$ cat src/rtl/apb_controller.sv
// APB-side half of the AHB-to-APB bridge: sequences SETUP/ENABLE phases from the
// pipelined AHB transfer info and stalls the AHB master via Hreadyout.
module apb_controller #(
  parameter int unsigned ADDR_W = 32,
  parameter int unsigned DATA_W = 32,
  parameter int unsigned NSLV   = 3
) (
  input  logic              Hclk,
  input  logic              Hreset,
  input  logic              Valid,
  input  logic              Hwrite,
  input  logic              Hwrite_reg,
  input  logic [ADDR_W-1:0] Haddr,
  input  logic [ADDR_W-1:0] Haddr1,
  input  logic [ADDR_W-1:0] Haddr2,
  input  logic [DATA_W-1:0] Hwdata,
  input  logic [DATA_W-1:0] Hdata1,
  input  logic [DATA_W-1:0] Prdata,
  output logic [NSLV-1:0]   Pselx,
  output logic              Penable,
  output logic              Pwrite,
  output logic [ADDR_W-1:0] Paddr,
  output logic [DATA_W-1:0] Pwdata,
  output logic              Hreadyout,
  output logic [DATA_W-1:0] Hrdata
);

  // Peripheral windows are 64 MB each starting at 0x8000_0000.
  localparam int unsigned REGION_W    = 6;
  localparam int unsigned REGION_BASE = 32;

  typedef enum logic [2:0] {
    IDLE, WWAIT, READ, RENABLE, WRITE, WRITEP, WENABLE, WENABLEP
  } state_t;

  state_t              state, state_n;
  logic [NSLV-1:0]     pselx_n;
  logic                penable_n;
  logic                pwrite_n;
  logic [ADDR_W-1:0]   paddr_n;
  logic [DATA_W-1:0]   pwdata_n;
  logic                hready_n;
  logic [ADDR_W-1:0]   wr_addr;
  logic [DATA_W-1:0]   wr_data;

  function automatic logic [NSLV-1:0] dec(input logic [REGION_W-1:0] region);
    logic [NSLV-1:0] sel;
    sel = '0;
    for (int unsigned i = 0; i < NSLV; i++) begin
      if (region == REGION_W'(REGION_BASE + i)) sel[i] = 1'b1;
    end
    return sel;
  endfunction

  // State and registered outputs load together with next-state values.
  always_ff @(posedge Hclk or negedge Hreset) begin
    if (!Hreset) begin
      state     <= IDLE;
      Pselx     <= '0;
      Penable   <= 1'b0;
      Pwrite    <= 1'b0;
      Paddr     <= '0;
      Pwdata    <= '0;
      Hreadyout <= 1'b1;
    end else begin
      state     <= state_n;
      Pselx     <= pselx_n;
      Penable   <= penable_n;
      Pwrite    <= pwrite_n;
      Paddr     <= paddr_n;
      Pwdata    <= pwdata_n;
      Hreadyout <= hready_n;
    end
  end

  always_comb begin
    state_n   = state;
    pselx_n   = Pselx;
    penable_n = Penable;
    pwrite_n  = Pwrite;
    paddr_n   = Paddr;
    pwdata_n  = Pwdata;
    hready_n  = Hreadyout;
    // A write following a pipelined write takes the older address/data stage.
    wr_addr   = (state == WENABLEP) ? Haddr2 : Haddr1;
    wr_data   = (state == WENABLEP) ? Hdata1 : Hwdata;

    case (state)
      IDLE, RENABLE, WENABLE: begin
        if (Valid && Hwrite)       state_n = WWAIT;
        else if (Valid && !Hwrite) state_n = READ;
        else                       state_n = IDLE;
      end
      WWAIT:    state_n = Valid ? WRITEP : WRITE;
      READ:     state_n = RENABLE;
      WRITE:    state_n = Valid ? WENABLEP : WENABLE;
      WRITEP:   state_n = WENABLEP;
      WENABLEP: begin
        if (!Hwrite_reg) state_n = READ;
        else if (Valid)  state_n = WRITEP;
        else             state_n = WRITE;
      end
    endcase

    case (state_n)
      IDLE, WWAIT: begin
        pselx_n   = '0;
        penable_n = 1'b0;
        hready_n  = 1'b1;
      end
      READ: begin
        paddr_n   = Haddr;
        pwrite_n  = 1'b0;
        pselx_n   = dec(Haddr[ADDR_W-1 -: REGION_W]);
        penable_n = 1'b0;
        hready_n  = 1'b0;
      end
      WRITE, WRITEP: begin
        paddr_n   = wr_addr;
        pwdata_n  = wr_data;
        pwrite_n  = 1'b1;
        pselx_n   = dec(wr_addr[ADDR_W-1 -: REGION_W]);
        penable_n = 1'b0;
        hready_n  = (state_n == WRITE);
      end
      RENABLE, WENABLE: begin
        penable_n = 1'b1;
        hready_n  = 1'b1;
      end
      WENABLEP: begin
        penable_n = 1'b1;
        hready_n  = 1'b0;
      end
    endcase
  end

  assign Hrdata = (state == RENABLE) ? Prdata : '0;

endmodule

$ cat config.mk
export PLATFORM = sky130hd
export DESIGN_NAME = apb_controller
export DESIGN_NICKNAME = d
export VERILOG_FILES = /design/src/rtl/apb_controller.sv
export SDC_FILE = /design/constraint.sdc
export NUM_CORES = 1
export LEC_CHECK = 0
export CORE_MARGIN = 4
export CORE_UTILIZATION = 32
export CTS_CLUSTER_DIAMETER = 40
export DETAILED_ROUTE_END_ITERATION = 10
export MAX_ROUTING_LAYER = met4
export PLACE_DENSITY = 0.78
export SLEW_MARGIN = 20
export SYNTH_ARGS = -nofsm -noshare
export SYNTH_HDL_FRONTEND = slang
export SYNTH_SLANG_ARGS = --single-unit
export TNS_END_PERCENT = 5
$ cat constraint.sdc
create_clock -name Hclk -period 2.08 [get_ports Hclk]
set_clock_uncertainty 0.15 [all_clocks]
set_input_delay 0.624 -clock Hclk [delete_from_list [all_inputs] [get_ports Hclk]]
set_output_delay 0.624 -clock Hclk [all_outputs]
set_load 0.005 [all_outputs]
==> metrics list <==
- Number of register bits inferred by synthesis: 73
- Drt wl/cell: 18.5 um
* Full die area: 15100 um2
- Mean instance size in the synthesized netlist: 11.4 um2
- The critical path is of the register to output port type.
- Number of nets with antenna violations after detailed routing: 0
- Number of antenna repair diodes: 0
- Port Buffer Count: 298
* CP startpoint kind: register
* Post-layout instance count excluding filler cells: 866
- Synthesis produced a netlist whose cell count is 371.
- Synth-to-Final Area Change: 89.3%
- Post-Place Worst Slack: -0.637 ns
* Setup TNS Final: -6.45 ns
- Final Critical Period: 2.35 ns
- Count of final setup violators: 42
- Global-route wire length before repair: 23500 um
- Prevailing post-synth register cell: sky130_fd_sc_hd__dfrtp_1
- Number of buffers between clock root and the deepest sink: 2
- Of all cell types, the one taking the most synthesized area is sky130_fd_sc_hd__dfrtp_1.
- TritonCTS built the clock tree.
* Critical Path Sink Type: output port
* Launch instance of the worst register-to-register path: state[2]$_DFF_PN0_
* Worst-path fanout max: 4
- For the worst setup path, the data required time is 1.31 ns.
- The later pin in the worst-skew pair is clocked with a latency of 0.32 ns.
* Violated checks: setup timing
- Starting density of the core: 33.0%
- Overall track demand over capacity in global routing: 21.0%
- First-pass detailed-route iteration total: 4
- In this run the worst hold path is classified as input port to async pin.
- At the worst endpoint, the arrival time is 1.58 ns.
* Number of violations of the max-capacitance limit: 0
- Hold timing on the final database bottoms out at a slack of 0.162 ns.
* Most common cell in the netlist: sky130_fd_sc_hd__mux2_2
- Leading cell types by count after synthesis: sky130_fd_sc_hd__mux2_2, sky130_fd_sc_hd__dfrtp_1, sky130_fd_sc_hd__o21ai_0
* Run status: complete, but fails checks
* Net total in the final layout: 886
- After legalization and detailed placement, the total HPWL measured 12300 um.
* Inst Count DP: 834
- Global route total overflow: 0
- Post-synthesis async set-or-reset flop share: 100%
- Counting every net in the synthesized netlist gives 568.
* Detail-routed via count per cell: 4.67
* Number of pins with negative max-slew slack in the final report: 0
- Clock tree synthesis found a total of 73 sinks.
- After clock tree synthesis, the clock-pin slew on the worst setup and hold paths is 0.06 ns.
- For this design the ratio of total power to cell area is 1240 nW/um2.
* Final Hold Fails: 0
- Core region area: 12800 um2
- Post-route setup slack: -0.271 ns
- Clock buffer count from CTS: 9
- Width of the die: 123 um
* Clock H-tree levels: 3
- Yosys printed 0 warnings.
- Y dimension of the die: 123 um
* Final period utilization: 113%
* Leakage power total: 3.65 nW
* Layout cells sized above 1: 30.1%
- Total standard cell area after synthesis: 4220 um2
- Measured on the finished design, the core utilization comes to 62.5%.
- At the pin with the least slew margin, the transition time is 0.499 ns.
- The layout has 990 filler cells.
* Via count of the first global-routing pass: 4573
- Number of placed I/O pins: 299
- The worst register-to-register path ends at Paddr[9]$_DFFE_PN0P_.
- Fmax: 425 MHz
- Remaining max-slew budget at the tightest pin: 66.4%
* Number of library cell types mapped by synthesis: 28
- EDFF count, synth: 0
* Leading post-synthesis cells by cell area: sky130_fd_sc_hd__dfrtp_1, sky130_fd_sc_hd__mux2_2, sky130_fd_sc_hd__mux2i_1
- Worst-case vdd ir drop: 770 uV
- Drc violations: 0
* DRC marker count from the first detailed-route iteration: 134
* R2R Setup Slk: -0.04 ns
- Vias: 4048
- Buffer type at the clock tree root: sky130_fd_sc_hd__clkbuf_16
- Worst r2r path cells: 6
- Setup repair after global routing could not meet its margin everywhere.
- Sequential cell area fraction in the yosys report: 43.3%
- Largest net degree at the start of global routing: 74
- Standard-cell row count: 41
- The number of antenna violations at the first check in global routing came to 0.
- Overall routed net length: 16000 um
* Routability cong.: 0.775
- Yosys top cell area share: 42.7%
==> routing by layer <==
layer	vias to the layer above	routed length (um)	track usage, %
met3	26	1580	6.45
met1	1873	5530	20.4
met5	-	0	-
li1	1942	-	-
met4	0	370	6.51
met2	207	8510	39.5
==> through the flow <==
| step | total power [mW] | area [um2] |
|---|---|---|
| 2_1_floorplan | 5.24 | 4230 |
| 3_3_place_gp | 7.83 | 7460 |
| 3_5_place_dp | 8.01 | 7460 |
| 4_1_cts | 9.94 | 7890 |
| 5_1_grt | 10.6 | 7990 |
| 6_report | 9.92 | 7990 |
==> flip-flops by register name, summed over array words and instances (netlist names) <==
signal     cells
Hreadyout      1
Paddr         32
state          3
Pselx          3
Pwrite         1
Pwdata        32
Penable        1
==> how the worst max path moves through the flow <==
| stage | to | cells past startpoint | startpoint |
|---|---|---|---|
| floorplan | Paddr[10]$_DFFE_PN0P_ | 5 | Hwrite_reg |
| global placement | Paddr[9]$_DFFE_PN0P_ | 6 | Hwrite_reg |
| detailed placement | Pselx[2]$_DFFE_PN0P_ | 6 | Hwrite_reg |
| CTS | Hrdata[8] | 7 | state[2]$_DFF_PN0_ |
| global route | Hrdata[0] | 7 | state[2]$_DFF_PN0_ |
| finish | Hrdata[13] | 7 | state[2]$_DFF_PN0_ |
==> power breakdown <==
group	switching (mW)	total (mW)	internal [mW]
registers	0.363	2.50	2.14
logic	2.31	5.85	3.54
clock network	0.575	1.56	0.989
total	3.25	9.92	6.68
==> worst max-delay path: stages (launching register included) <==
cell and delay [ns]:
sky130_fd_sc_hd__dfrtp_1 0.39, sky130_fd_sc_hd__nand2b_4 0.16, sky130_fd_sc_hd__nor2_4 0.16, sky130_fd_sc_hd__buf_6 0.13, sky130_fd_sc_hd__buf_6 0.10, sky130_fd_sc_hd__buf_6 0.09, sky130_fd_sc_hd__and2_4 0.13, sky130_fd_sc_hd__buf_6 0.09
==> cell families after synthesis <==
logic type | Yosys count | share of synthesized area [%]
adders and majority gates | 1 | 0.237
AOI/OAI and AO/OA | 51 | 6.76
buffers and inverters | 29 | 3.82
muxes | 131 | 35.2
DFF | 73 | 43.3
and+or+nand+nor | 86 | 10.6
==> repair_timing <==
action                                 in CTS  in global routing
buffers inserted                           12                  1
resized for setup                         173                 22
endpoints found under the hold margin       0                  0
hold buffers                                0                  0
setup endpoints to repair                  92                 90
pin swaps                                  10                  7
gates cloned                                3                  0
==> layout make-up <==
type / count / area (um2) / area share (%)
clock buffers: 11 / 253 / 3.16
multi-input cells: 269 / 2350 / 29.5
clock inverters: 5 / 53.8 / 0.673
repair buffers: 332 / 3270 / 40.9
well taps: 172 / 215 / 2.69
flip-flops and latches: 73 / 1830 / 22.9
inverters: 4 / 15.0 / 0.188
==> cell usage in the layout (no fill, tap or decap), types with 3 or more instances in the layout <==
master,Yosys,routed
sky130_fd_sc_hd__mux2i_1,36,35
sky130_fd_sc_hd__buf_2,15,19
sky130_fd_sc_hd__mux2_4,15,18
sky130_fd_sc_hd__nand2_1,37,37
sky130_fd_sc_hd__inv_1,4,4
sky130_fd_sc_hd__clkinv_2,0,3
sky130_fd_sc_hd__buf_12,0,4
sky130_fd_sc_hd__dfrtp_1,72,72
sky130_fd_sc_hd__o21ai_0,41,40
sky130_fd_sc_hd__and2_4,0,13
sky130_fd_sc_hd__clkbuf_16,0,9
sky130_fd_sc_hd__clkdlybuf4s50_1,0,261
sky130_fd_sc_hd__o41ai_2,0,3
sky130_fd_sc_hd__mux2_2,80,77
sky130_fd_sc_hd__and2_1,32,19
sky130_fd_sc_hd__buf_6,4,29
sky130_fd_sc_hd__buf_4,1,15
Note: power is estimated with default switching activity, not from simulation.
